### src/rtl/pp_accum_serial.sv
// Bit-serial partial-product accumulator: sums a[i]&b[j] bits (row-major) into a
// 2N-bit product, dropping columns below TRUNC, with a valid/ready result port.
module pp_accum_serial #(
  parameter int unsigned N     = 8,
  parameter int unsigned TRUNC = 0
) (
  input  logic            clk,
  input  logic            rst_n,
  input  logic            start,
  input  logic            pp_valid,
  input  logic            pp_bit,
  output logic            pp_ready,
  output logic [2*N-1:0]  res,
  output logic            res_valid,
  input  logic            res_ready,
  output logic            busy
);

  localparam int unsigned AW      = 2 * N;
  localparam int unsigned IW      = (N > 1) ? $clog2(N) : 1;
  localparam int          TRUNC_I = int'(TRUNC);

  typedef enum logic [1:0] {
    S_IDLE  = 2'd0,
    S_ACCUM = 2'd1,
    S_DONE  = 2'd2
  } state_e;

  state_e          state_q, state_d;
  logic [AW-1:0]   acc_q, acc_d, acc_n;
  logic [AW-1:0]   res_q, res_d;
  logic [IW-1:0]   i_q, i_d, j_q, j_d;
  logic            pp_ready_q, pp_ready_d;
  logic            res_valid_q, res_valid_d;
  logic            busy_q, busy_d;
  logic            xfer;
  logic            last_i, last_j;
  int              col;

  assign pp_ready  = pp_ready_q;
  assign res       = res_q;
  assign res_valid = res_valid_q;
  assign busy      = busy_q;

  // Next-state, datapath and registered-output decode
  always_comb begin
    state_d = state_q;
    acc_d   = acc_q;
    res_d   = res_q;
    i_d     = i_q;
    j_d     = j_q;
    acc_n   = acc_q;
    col     = 32'(i_q) + 32'(j_q);
    last_i  = (i_q == IW'(N - 1));
    last_j  = (j_q == IW'(N - 1));
    xfer    = pp_valid && pp_ready_q;

    if (pp_bit && (col >= TRUNC_I)) begin
      acc_n = acc_q + (AW'(1) << col);
    end

    case (state_q)
      S_IDLE: begin
        if (start) begin
          state_d = S_ACCUM;
          acc_d   = '0;
          i_d     = '0;
          j_d     = '0;
        end
      end
      S_ACCUM: begin
        if (xfer) begin
          acc_d = acc_n;
          if (last_j) begin
            j_d = '0;
            if (last_i) begin
              state_d = S_DONE;
              res_d   = acc_n;
            end else begin
              i_d = i_q + IW'(1);
            end
          end else begin
            j_d = j_q + IW'(1);
          end
        end
      end
      S_DONE: begin
        // Handshake with a coincident start restarts immediately
        if (res_ready) begin
          if (start) begin
            state_d = S_ACCUM;
            acc_d   = '0;
            i_d     = '0;
            j_d     = '0;
          end else begin
            state_d = S_IDLE;
          end
        end
      end
      default: state_d = S_IDLE;
    endcase

    pp_ready_d  = (state_d == S_ACCUM);
    res_valid_d = (state_d == S_DONE);
    busy_d      = (state_d == S_ACCUM) || (state_d == S_DONE);
  end

  always_ff @(posedge clk or negedge rst_n) begin
    if (!rst_n) begin
      state_q     <= S_IDLE;
      acc_q       <= '0;
      res_q       <= '0;
      i_q         <= '0;
      j_q         <= '0;
      pp_ready_q  <= 1'b0;
      res_valid_q <= 1'b0;
      busy_q      <= 1'b0;
    end else begin
      state_q     <= state_d;
      acc_q       <= acc_d;
      res_q       <= res_d;
      i_q         <= i_d;
      j_q         <= j_d;
      pp_ready_q  <= pp_ready_d;
      res_valid_q <= res_valid_d;
      busy_q      <= busy_d;
    end
  end

endmodule

### config.mk
export PLATFORM = sky130hd
export DESIGN_NAME = pp_accum_serial
export DESIGN_NICKNAME = d
export VERILOG_FILES = /design/src/rtl/pp_accum_serial.sv
export SDC_FILE = /design/constraint.sdc
export NUM_CORES = 1
export LEC_CHECK = 0
export BUFFER_PORTS_ARGS = -buffer_cell sky130_fd_sc_hd__buf_2
export CORE_ASPECT_RATIO = 1.1
export CORE_MARGIN = 2
export CORE_UTILIZATION = 48
export CTS_CLUSTER_SIZE = 25
export DETAILED_ROUTE_END_ITERATION = 7
export GPL_ROUTABILITY_DRIVEN = 0
export PLACE_DENSITY = 0.72
export SLEW_MARGIN = 20
export SYNTH_ARGS = -nofsm -noshare
export SYNTH_HDL_FRONTEND = slang
export SYNTH_SLANG_ARGS = --single-unit
### constraint.sdc
create_clock -name clk -period 3.95 [get_ports clk]
set_input_delay 0.1975 -clock clk [delete_from_list [all_inputs] [get_ports clk]]
set_output_delay 0.1975 -clock clk [all_outputs]
set_load 0.02 [all_outputs]
### Word level (Yosys, flattened, before mapping)

Cells that the tools add are included.

* flip-flop bits (word level): 43
* bits of input ports: 6
* output and inout port bits: 19
* logic and storage cells: 55

* add/subtract/negate cells: 4
* magnitude comparators: 1
* equality and inequality tests: 10
* shift-type cells: 1
* muxes and demuxes: 23
* reduce and logical (&&, ||, !) cells: 8

Operator list (number)
* $mux 16: 4
* $pmux 16 s3: 1
* $mux 3: 9
* $pmux 3 s3: 2
* $add 16x16->16: 1
* $shl 1x4->16 const A: 1
* $mux 2: 5
* $ne 2x2->1 const B: 4
* $add 3x1->3 const B: 2
* $eq 3x3->1 const B: 2
* $pmux 2 s3: 1
* $reduce_and 5->1: 1
* $add 3x3->4: 1
* $eq 2x1->1 const B: 2
* $eq 2x2->1 const B: 2
* $ge 4x1->1 const B: 1
* $reduce_and 4->1: 1
* $reduce_and 3->1: 1
* $reduce_bool 3->1: 1
* $logic_and 1x1->1: 2
* $logic_not 2->1: 1
* $logic_or 1x1->1: 1
* $mux 1: 1

### Longest topological paths before layout

* word-level depth: 7
* mapped depth: 15
* depth with buffers taken out: 14

### Least setup slack after synthesis

No wires, ideal clock.

* path kind: register to register
* start point: reg j_q[0]
* end point: reg res_q[12], in the netlist res[12]
* setup time: 0.125 ns
* arrival time: 3.147 ns
* required time: 3.825 ns
* slack: 0.679 ns
* stages on the path, launching flop included: 15
* buffers on the path: 1
* period minus slack after synthesis: 3.271 ns
* cells stage by stage: dfrtp_1 -> ha_1 -> inv_1 -> fa_1 -> buf_6 -> mux2i_1 -> nand2_1 -> nor2_1 -> ha_1 -> fa_1 -> a21o_1 -> a221oi_2 -> o31ai_2 -> a221o_1 -> mux2_2

* word-level cells in the longest chain between the ends: 4
* elaborated cells between the ends (all ways): 8
* those cells by class: add/sub: 2; order compare: 1; eq/ne: 1; shift: 1; mux: 1; reduce/logical: 2

Ends and longest elaborated chain
* from (decl): RTL line 32 `logic [IW-1:0] i_q, i_d, j_q, j_d;`
* from (signal assigned): RTL line 123 `j_q <= j_d;`
* $add 3x3->4: RTL line 53 `col = 32'(i_q) + 32'(j_q);`
* $shl 1x4->16 / $ge 4x1->1 (equally long branches): RTL line 59, 58
* $add 16x16->16 / $logic_and 1x1->1 (equally long branches): RTL line 59, 58
* $mux 16: RTL line 58 `if (pp_bit && (col >= TRUNC_I)) begin`
* to (signal assigned): RTL line 121 `res_q <= res_d;`
* to (decl): RTL line 31 `logic [AW-1:0] res_q, res_d;`

Several ways; a longest one is shown, not always the timed one.
A chain may end at the register's enable or synchronous reset.

### Final worst setup path

* start point: reg j_q[0]
* end point: reg res_q[10], in the netlist res[10]

The elaborated chain is that of the path after synthesis.

==> summary.md <==
| Metric | Value |
|---|---|
| Synth top area share | 36.9% |
| 1st-iter DRT viols | 108 |
| Post-Route WL | 6.20 mm |
| Worst hold path class | primary input to async pin |
| Die Wd | 78.3 um |
| CP arrival | 3.79 ns |
| Number of synthesized flops with an enable pin | 0 |
| Root buffer cell | clkbuf_8 |
| Final worst-path cycle share | 91.2% |
| Post-synth cell types | 50 |
| Pwr dens | 579 nW/um^2 |
| ANT nets after route | 0 |
| Grt ovf | 0 |
| Combinational power share | 49.5% |
| CTS Buf Count | 5 |
| Clock-pin slew on the worst setup and hold paths | 0.08 ns |
| Main flop type after synthesis | dfrtp_1 |
| Peak VDD IR | 0.000331 V |
| Yosys reg bits | 43 |
| Mapped cell area | 2910 um^2 |
| Number of global-route vias before repair | 2,278 |
| Clk buf depth | 2 |
| Die area | 6710 um^2 |
| Reg2reg path depth | 14 |
| Fraction of layout instances using a drive strength above 1 | 13.0% |
| DRC | 0 |
| Critical path fanouts, max | 6 |
| Clock network latency to the later pin of the worst-skew pair | 0.29 ns |
| Commonest cells post-synth | 43 x dfrtp_1, 42 x nand2_1, 29 x o21ai_0 |
| Synth area leader | dfrtp_1 |
| Unrepaired setup endpoints after global routing | false |
| Worst-Margin Slew | 0.927 ns |
| Final Setup Violations | 0 |
| Fmax | 278 MHz |
| Post-CTS Setup Inserts | 0 |
| Startpoint types | register |
| Synth Area per Inst | 8.83 um^2 |
| Htree depth | 2 |
| Clock tree from TritonCTS | done |
| Top cells by area, synth | dfrtp_1 37%, ha_1 10%, nand2_1 5.4% |
| Synth async-reset ratio | 100% |
| Final instance area | 3170 um^2 |
| Post-cts resize count | 0 |
| Port Buffer Count | 24 |
| First-pass GRT wire length | 10.6 mm |
| Hold_buf cts | 0 |
| Synth warn | 0 |
| Dpl cell area | 3060 um^2 |
| Hpwl dp | 4.60 mm |
| Std cell rows | 29 |
| DRT Pass-1 Iters | 5 |
| Max Cap Viol | 0 |
| Drt wl/cell | 14.7 um |
| Final Max Tran Viols | 0 |
| Area growth syn-to-layout | 8.72% |
| Final net count | 377 |
| Worst setup EP type | register |
| Status | finished, final reports clean |
| Rel. slew slack | 38.2% |
| Global-route usage over all layers | 19.9% |
| Count leader, synth | dfrtp_1 |
| Die Height | 85.7 um |
| Int Pwr | 1.06 mW |
| Vias | 2,410 |
| Sw Share | 42.2% |
| Clk network pwr share | 18.2% |
| Starting Density | 50.2% |
| Clock Sinks | 43 |
| Sequential Power Share | 32.3% |
| Via density | 5.71 |
| Critical Path RT | 4.14 ns |
| Final Skew | 0.00351 ns |
| CORE AREA | 5810 um^2 |
| Pin count of the biggest net entering global routing | 44 |
| Syn Inst Count | 330 |
| Initial antenna violation count | 0 |
| Sum Neg Setup Slack | 0 ns |
| Sequential area share after synthesis | 36.9% |
| Leak Pwr | 1.59 nW |
| Sw Pwr | 0.774 mW |
| Fin crit period | 3.60 ns |
| Endpoints failing hold | 0 |
| Syn Nets | 362 |
| Worst hold margin | 0.0419 ns |
| Diode count | 0 |
| IO Count | 25 |
| Crit path kind | register to register |
layer usage:
layer  share of wire (%)  wire length (um)  global-route usage (%)
met4                 2.0               121                    6.70
met3                 5.4               333                    3.47
met5                   0                 0                       0
met1                  45              2780                    27.2
met2                  48              2960                    32.3
cell families (layout without fill, tap and decap cells):
family	after synthesis	in the layout	synth area share, %
and+or+nand+nor	126	126	20.7
buffers and inverters	30	45	4.29
DFF	43	43	36.9
xor gates and xnor gates	15	15	4.51
AOI/OAI and AO/OA	78	78	17.6
adders and majority gates	26	26	11.7
muxes	12	12	4.25
final timing paths:
path	start	end	slack, ns
min in group clk	pp_valid	acc_q[11]	0.25
setup / recovery	j_q[0]	res[10]	0.35
setup reg to reg	j_q[0]	res[10]	0.35
hold / removal	rst_n	i_q[1]	0.04
hold reg to reg	res[6]	res[6]	0.46
max in group asynchronous	rst_n	res[14]	3.34
registers in the layout (all words and copies together), names as in the netlist:
name and cells:
acc_q 16, res 16, i_q 3, j_q 3, state_q 2, busy 1
pp_ready 1, res_valid 1
area by class of cell:
type / count / area [um^2]
inverters: 13 / 48.8
fillers: 543 / 2640
flip-flops and latches: 43 / 1080
multi-input cells: 257 / 1710
clock buffers: 5 / 68.8
repair buffers: 25 / 128
clock inverters: 2 / 37.5
well taps: 77 / 96.3
worst max-delay path: stages (launching register included):
cell and delay, ns:
dfrtp_1 0.40, ha_1 0.19, inv_1 0.05, fa_1 0.47, mux2i_1 0.16, nand2_1 0.13
nor2_1 0.06, ha_1 0.22, fa_1 0.42, a21o_1 0.20, a221oi_2 0.40, o31a_1 0.21
xor2_1 0.19, o21ai_0 0.09, mux2_2 0.28
layout by cell type (no fill, tap or decap), types with 3 or more instances in the layout:
cell      Yosys  layout
a21o_1        9       9
a21oi_1      19      19
and3_1        9       9
buf_2         4      24
clkbuf_8      0       5
dfrtp_1      43      43
ha_1         24      24
inv_1        13      13
mux2_2        3       3
mux2i_1       9       9
nand2_1      42      42
nand2b_1      3       3
nand3_1      28      28
nand3b_1      3       3
nand4_1       4       4
nor2_1       18      18
nor3_1        8       8
o21ai_0      29      29
xnor2_1      10      10
xor2_1        5       5
per-stage QoR:
| step | utilization [%] | instances | worst slack [ns] | total power [mW] |
|---|---|---|---|---|
| 2_1_floorplan | - | 330 | 0.679 | 1.31 |
| 3_3_place_gp | 52.7 | 415 | 0.499 | 1.47 |
| 3_5_place_dp | 52.7 | 415 | 0.387 | 1.50 |
| 4_1_cts | 54.6 | 422 | 0.370 | 1.84 |
| 5_1_grt | 54.6 | 422 | 0.200 | 2.02 |
| 6_report | 54.6 | 422 | 0.347 | 1.83 |
power by group through the flow:
stage	combinational (mW)	sequential, mW	clock (mW)
floorplan	0.735	0.580	0
global placement	0.879	0.595	0
detailed placement	0.899	0.599	0
CTS	0.905	0.590	0.347
global route	1.04	0.605	0.369
finish	0.908	0.592	0.334
Power figures use the tool's default switching activity.
